**config.mk**
```make
export PLATFORM = sky130hd
export DESIGN_NAME = store_issue
export DESIGN_NICKNAME = d
export VERILOG_FILES = /design/src/rtl/store_issue_pkg.sv /design/src/rtl/store_lane_align.sv /design/src/rtl/store_issue.sv
export SDC_FILE = /design/constraint.sdc
export NUM_CORES = 1
export LEC_CHECK = 0
export CORE_MARGIN = 4
export CORE_UTILIZATION = 25
export DETAILED_ROUTE_END_ITERATION = 12
export DONT_BUFFER_PORTS = 1
export SETUP_SLACK_MARGIN = 0.02
export SKIP_CTS_REPAIR_TIMING = 1
export SLEW_MARGIN = 20
export SYNTH_ARGS = -nofsm -noshare
export SYNTH_HDL_FRONTEND = slang
export SYNTH_SLANG_ARGS = --single-unit
```
**constraint.sdc**
```tcl
create_clock -name clk -period 2.7 [get_ports clk]
set_input_delay 0.54 -clock clk [delete_from_list [all_inputs] [get_ports clk]]
set_output_delay 0.54 -clock clk [all_outputs]
set_load 0.01 [all_outputs]
```
**src/rtl/store_issue_pkg.sv**
```systemverilog
// Shared MEM-stage memory-access definitions.
//
// Holds the store opcode encodings, the data-memory and timer address map,
// the bus request record carried from the pipeline to the system bridge, and
// small address-window helpers used by the store range check.
package store_issue_pkg;

    // Store opcodes. Encodings with bit 2 set are not listed here and are
    // treated as ST_NONE by the lane aligner.
    typedef enum logic [2:0] {
        ST_NONE = 3'b000,
        ST_SW   = 3'b001,
        ST_SH   = 3'b010,
        ST_SB   = 3'b011
    } st_op_e;

    // Address map.
    localparam logic [31:0] DM_LO        = 32'h0000_0000;
    localparam logic [31:0] DM_HI        = 32'h0000_2FFF;
    localparam logic [31:0] TC0_BASE     = 32'h0000_7F00;
    localparam logic [31:0] TC1_BASE     = 32'h0000_7F10;
    localparam logic [31:0] TC_LAST_OFF  = 32'h0000_000B;
    // Timer COUNT register offset; it is read-only.
    localparam logic [3:0]  TC_COUNT_OFF = 4'h8;

    // One word-aligned write as presented to the bridge.
    typedef struct packed {
        logic [31:0] addr;
        logic [31:0] wdata;
        logic [3:0]  byteen;
    } bus_req_t;

    // Unsigned subtraction wraps for addresses below the base, so a single
    // compare covers both ends of the window.
    function automatic logic in_window(input logic [31:0] addr,
                                       input logic [31:0] base,
                                       input logic [31:0] last_off);
        return (addr - base) <= last_off;
    endfunction

    function automatic logic in_dm(input logic [31:0] addr);
        return in_window(addr, DM_LO, DM_HI - DM_LO);
    endfunction

    function automatic logic in_timer(input logic [31:0] addr);
        return in_window(addr, TC0_BASE, TC_LAST_OFF) ||
               in_window(addr, TC1_BASE, TC_LAST_OFF);
    endfunction

endpackage

```
**src/rtl/store_lane_align.sv**
```systemverilog
// Store lane aligner (purely combinational).
//
// Converts a store opcode, the low address bits and the unaligned rt value
// into lane-replicated write data, byte enables and a misalignment flag.
//
// Ports:
//   op          in   3  store opcode (1xx behaves as ST_NONE)
//   addr_lo     in   2  byte offset within the word
//   data        in  32  rt value, low bytes significant
//   byteen      out  4  byte enables (0000 for ST_NONE)
//   wdata       out 32  lane-replicated write data
//   misalign    out  1  sw not word aligned, or sh not halfword aligned
//   is_store    out  1  op is sw/sh/sb
//   is_sub_word out  1  op is sh/sb
module store_lane_align
    import store_issue_pkg::*;
(
    input  logic [2:0]  op,
    input  logic [1:0]  addr_lo,
    input  logic [31:0] data,
    output logic [3:0]  byteen,
    output logic [31:0] wdata,
    output logic        misalign,
    output logic        is_store,
    output logic        is_sub_word
);

    always_comb begin
        // NOTE: every output gets a default before the case so no path
        // leaves one unassigned, which would infer a latch.
        byteen      = 4'b0000;
        wdata       = 32'h0000_0000;
        misalign    = 1'b0;
        is_store    = 1'b0;
        is_sub_word = 1'b0;
        case (op)
            ST_SW: begin
                is_store = 1'b1;
                wdata    = data;
                byteen   = 4'b1111;
                misalign = (addr_lo != 2'b00);
            end
            ST_SH: begin
                is_store    = 1'b1;
                is_sub_word = 1'b1;
                wdata       = {2{data[15:0]}};
                byteen      = addr_lo[1] ? 4'b1100 : 4'b0011;
                misalign    = addr_lo[0];
            end
            ST_SB: begin
                is_store    = 1'b1;
                is_sub_word = 1'b1;
                wdata       = {4{data[7:0]}};
                byteen      = 4'b0001 << addr_lo;
            end
            default: ;
        endcase
    end

endmodule

```
**src/rtl/store_issue.sv**
```systemverilog
// MEM-stage store issue unit.
//
// Accepts one store per req handshake, rejects misaligned or out-of-map
// stores with a one-cycle AdES pulse, and otherwise registers a word-aligned
// write and holds it on the bridge bus until bus_ready, abandoning it with a
// one-cycle exc_bus pulse after TIMEOUT unanswered cycles.
//
// Ports:
//   clk         in   1  rising-edge clock
//   reset       in   1  synchronous active-low reset
//   req_valid   in   1  pipeline presents a store
//   req_ready   out  1  unit can accept this cycle
//   req_addr    in  32  byte address
//   req_data    in  32  rt value, low bytes significant
//   req_op      in   3  store opcode
//   exc_ades    out  1  one-cycle store address exception
//   exc_bus     out  1  one-cycle bus timeout
//   bus_valid   out  1  write request valid
//   bus_ready   in   1  bridge accepts write
//   bus_addr    out 32  word-aligned address
//   bus_wdata   out 32  lane-replicated data
//   bus_byteen  out  4  byte enables
module store_issue
    import store_issue_pkg::*;
#(
    parameter int unsigned TIMEOUT = 15  // 1..255
) (
    input  logic        clk,
    input  logic        reset,
    input  logic        req_valid,
    output logic        req_ready,
    input  logic [31:0] req_addr,
    input  logic [31:0] req_data,
    input  logic [2:0]  req_op,
    output logic        exc_ades,
    output logic        exc_bus,
    output logic        bus_valid,
    input  logic        bus_ready,
    output logic [31:0] bus_addr,
    output logic [31:0] bus_wdata,
    output logic [3:0]  bus_byteen
);

    typedef enum logic {IDLE, ISSUE} state_e;

    localparam logic [7:0] WAIT_LAST = 8'(TIMEOUT - 1);
    localparam logic [7:0] WAIT_SAT  = 8'(TIMEOUT);

    state_e     state;
    logic [7:0] wait_cnt;
    bus_req_t   bus_q;

    logic [3:0]  lane_byteen;
    logic [31:0] lane_wdata;
    logic        lane_misalign;
    logic        is_store;
    logic        is_sub_word;

    logic accept;
    logic timer_hit;
    logic count_hit;
    logic fault;
    logic good;
    bus_req_t next_req;

    store_lane_align u_lane (
        .op          (req_op),
        .addr_lo     (req_addr[1:0]),
        .data        (req_data),
        .byteen      (lane_byteen),
        .wdata       (lane_wdata),
        .misalign    (lane_misalign),
        .is_store    (is_store),
        .is_sub_word (is_sub_word)
    );

    // Ready only looks at state and bus_ready, never at req_*.
    assign req_ready = (state == IDLE) || (state == ISSUE && bus_ready);
    assign accept    = req_valid && req_ready;

    assign timer_hit = in_timer(req_addr);
    assign count_hit = timer_hit && (req_addr[3:0] >= TC_COUNT_OFF);
    assign fault     = is_store && (lane_misalign ||
                                    !(in_dm(req_addr) || timer_hit) ||
                                    (timer_hit && is_sub_word) ||
                                    count_hit);
    assign good      = is_store && !fault;

    assign next_req = '{addr:   {req_addr[31:2], 2'b00},
                        wdata:  lane_wdata,
                        byteen: lane_byteen};

    assign bus_addr   = bus_q.addr;
    assign bus_wdata  = bus_q.wdata;
    assign bus_byteen = bus_q.byteen;

    // NOTE: all state here is updated with non-blocking assignments so every
    // register samples the pre-edge values regardless of statement order.
    always_ff @(posedge clk) begin
        if (!reset) begin
            state     <= IDLE;
            wait_cnt  <= 8'd0;
            bus_q     <= '0;
            bus_valid <= 1'b0;
            exc_ades  <= 1'b0;
            exc_bus   <= 1'b0;
        end else begin
            exc_ades <= accept && fault;
            exc_bus  <= 1'b0;
            case (state)
                IDLE: begin
                    if (accept && good) begin
                        bus_q     <= next_req;
                        bus_valid <= 1'b1;
                        wait_cnt  <= 8'd0;
                        state     <= ISSUE;
                    end
                end
                ISSUE: begin
                    if (bus_ready) begin
                        // Completion; a good store in the same cycle chains on.
                        if (accept && good) begin
                            bus_q    <= next_req;
                            wait_cnt <= 8'd0;
                        end else begin
                            bus_valid <= 1'b0;
                            state     <= IDLE;
                        end
                    end else if (wait_cnt == WAIT_LAST) begin
                        // Last unanswered cycle: drop the write.
                        bus_valid <= 1'b0;
                        exc_bus   <= 1'b1;
                        wait_cnt  <= WAIT_SAT;
                        state     <= IDLE;
                    end else begin
                        wait_cnt <= wait_cnt + 8'd1;
                    end
                end
                default: state <= IDLE;
            endcase
        end
    end

endmodule

```
==> impl_metrics.tcl, run 1 <==
set metrics [dict create \
    peakVddDrop_mv 0.238 \
    syn_inst 395 \
    grt_pass1_wl_um 16600 \
    synth_area_leaders "dfxtp_1 44%, mux2i_1 10%, nor2_1 7.6%" \
    clockRootBuffer "clkbuf_16" \
    diodes 0 \
    clk_path_buf_depth 2 \
    io_pins 143 \
    leakage_nw 1.43 \
    synth_area_mm2 0.00357 \
    drtIter0Drc 117 \
    die_width_um 128 \
    cp_data_arrival_time_ps 2860 \
    port_buffers 0 \
    fmax_mhz 377 \
    layout-drive-gt1-share_pct 13.7 \
    ys_ff_latch 78 \
    slew_headroom_pct 62.3 \
    worstPathRequired_ps 2910 \
    slew_viol_final 0 \
    skew_ps 5.13 \
    wl_met3_um 1330 \
    cts.htree.levels 3 \
    core_mm2 0.0139 \
    finalHoldViolations 0 \
    ys_seq_area_share_pct 43.7 \
    crit_type "input pin to flip-flop" \
    dp_slack_ps -326 \
    hold_class "input pin to flip-flop" \
    nNetsFinal 478 \
    status "finished, final reports clean" \
    initial_utilization_pct 25.6 \
    r2r_cells 10 \
    postSynth.asyncResetShare_pct 0 \
    grt_antenna_before_repair 0 \
    totalWireLength_um 10600 \
    hold_depth 2 \
    avgRoutedWirePerCell_um 18.0 \
    cts_buffers 9 \
    synth_edf_count 0 \
    row_count 43 \
    rsz0062_at_grt "yes" \
    synth.avg_cell_area_um2 9.04 \
    maxCapViolations 0 \
    setup_tns_ps 0 \
    hpwl_um 8310 \
    yosysWarnings 0 \
    worst_slack_ps 48.7 \
    final-setup-viol-count 0 \
    yosysUniqueCellTypes 55 \
    final_cell_count_no_fill 590 \
    first_pass_iters 4 \
    die_height_um 128 \
    area_growth_pct 17.9 \
    cp_max_fo 12 \
    synth_most_common_cell "dfxtp_1" \
    cts_tree "yes" \
    grt_pass1_vias 3043 \
    antenna_left 0 \
    clk_pin_slew_worst_paths_ps 60 \
    finalCritPeriodShare_pct 98.2 \
    fillers 1474 \
    startpoint_type "input pin" \
    synth_top_cells_by_count "78 x dfxtp_1, 72 x nor2_1, 36 x mux2i_1, 28 x a21oi_1, 19 x and2_1" \
    grt_remaining_overflow 0 \
    place_inst 574 \
    dieArea_mm2 0.0163 \
    synth_top_area_cell "dfxtp_1" \
    insertion_delay_ps 340 \
    worstMarginPinSlew_ps 565 \
    gp_congestion 0.836 \
    grt_max_degree 31 \
    grt_use_total_pct 13.2 \
    drcViolationCount 0 \
    min_period_ps 2650 \
    synth_top_area_share_pct 43.7 \
    power_density_mw_per_mm2 581 \
    viasPerCell 5.02 \
    topRoutingLayerUsed "met4" \
    met2WireLength_um 4820 \
    vias 2959 \
    cp-end-kind "flip-flop" \
    ys.flop_type "dfxtp_1" \
    cts_sinks 78 \
    drt-met1-wl_um 4330 \
]
## final timing paths
| kind | start | endpoint | slack [ps] |
|---|---|---|---|
| worst max-delay path | req_addr[4] | bus_wdata[3] | 50 |
| worst min register to register | wait_cnt[7] | wait_cnt[7] | 480 |
| worst min-delay path | reset | wait_cnt[4] | 330 |
| worst max register to register | state | bus_wdata[3] | 560 |
## per-layer routing
layer,global-route usage (%),up-vias
met1,15.5,1368
met4,4.67,0
met3,6.69,14
met5,0,-
li1,-,1451
met2,20.6,126
## cell families (layout without fill, tap and decap cells)
kind of cell / count (synthesis) / after routing / synth area share (%)
simple gates: 152 / 152 / 21.2
compound gates: 91 / 91 / 19.0
flops: 78 / 78 / 43.7
mux: 37 / 37 / 10.4
buf+inv: 33 / 47 / 4.66
fa+ha+maj: 2 / 2 / 0.701
other cells: 1 / 2 / 0.105
xor+xnor: 1 / 1 / 0.245
## power breakdown
part / leakage, nW / internal, mW / switching [mW]
combinational: 0.659 / 0.0451 / 0.0659
clock: 0.138 / 0.679 / 0.504
sequential: 0.628 / 1.15 / 0.000629
## area by class of cell
class                   count  area, um^2  area share, %
well taps                 180         225           5.35
multi-input cells         285        1880           44.6
clock inverters             5        41.3          0.981
clock buffers              11         253           6.00
flip-flops and latches     78        1560           37.1
repair buffers             23         223           5.29
inverters                   8        30.0          0.713
## state kept, by name, summed over array words and instances, names as in the netlist
| signal | count |
|---|---|
| state | 1 |
| wait_cnt | 8 |
| bus_addr | 30 |
| exc_bus | 1 |
| bus_wdata | 32 |
| bus_byteen | 4 |
| bus_valid | 1 |
| exc_ades | 1 |
## per-stage QoR
stage,hold slack [ps],util [%],total power [mW],instance area [um^2]
floorplan,441,-,1.27,3600
global placement,475,28.1,1.29,3910
detailed placement,464,28.1,1.29,3910
CTS,317,30.2,2.50,4210
global route,325,30.2,2.56,4210
finish,334,30.2,2.45,4210
## critical path, stage by stage
cell,delay (ps)
or4_4,510
a211o_1,340
a2111oi_4,310
o2111ai_2,210
o311ai_4,320
buf_4,210
buf_12,150
mux2i_1,210
nor2_1,60
## placed cells by master (no fill, tap or decap), drive strengths merged, types with 2 or more instances in the layout
cell	Yosys	layout
a2111oi	2	2
a211o	4	4
a211oi	23	23
a21oi	28	28
a22o	9	9
a31oi	3	3
and2	19	19
and4	3	3
buf	12	23
clkbuf	13	11
clkinv	1	3
clkinvlp	0	2
conb	1	2
dfxtp	78	78
ha	2	2
inv	7	8
mux2i	36	36
nand2	9	9
nand2b	2	2
nand3	7	7
nand3b	2	2
nand4	6	6
nor2	72	72
nor2b	3	3
nor3	8	8
nor3b	2	2
nor4	9	9
o2111ai	2	2
o21a	2	2
o21ai	6	6
o22a	2	2
or2	3	3
or4	2	2
Note: power is estimated with default switching activity, not from simulation.
==> inputs of run 2 (changes only) <==
--- a/config.mk
+++ b/config.mk
@@ -5,13 +5,14 @@
 export SDC_FILE = /design/constraint.sdc
 export NUM_CORES = 1
 export LEC_CHECK = 0
+export CAP_MARGIN = 25
 export CORE_MARGIN = 4
 export CORE_UTILIZATION = 25
 export DETAILED_ROUTE_END_ITERATION = 12
 export DONT_BUFFER_PORTS = 1
 export SETUP_SLACK_MARGIN = 0.02
 export SKIP_CTS_REPAIR_TIMING = 1
-export SLEW_MARGIN = 20
+export SLEW_MARGIN = 0
 export SYNTH_ARGS = -nofsm -noshare
 export SYNTH_HDL_FRONTEND = slang
 export SYNTH_SLANG_ARGS = --single-unit
==> results of run 2 <==
The final DEF is identical to that of run 1; final timing and power are the same.
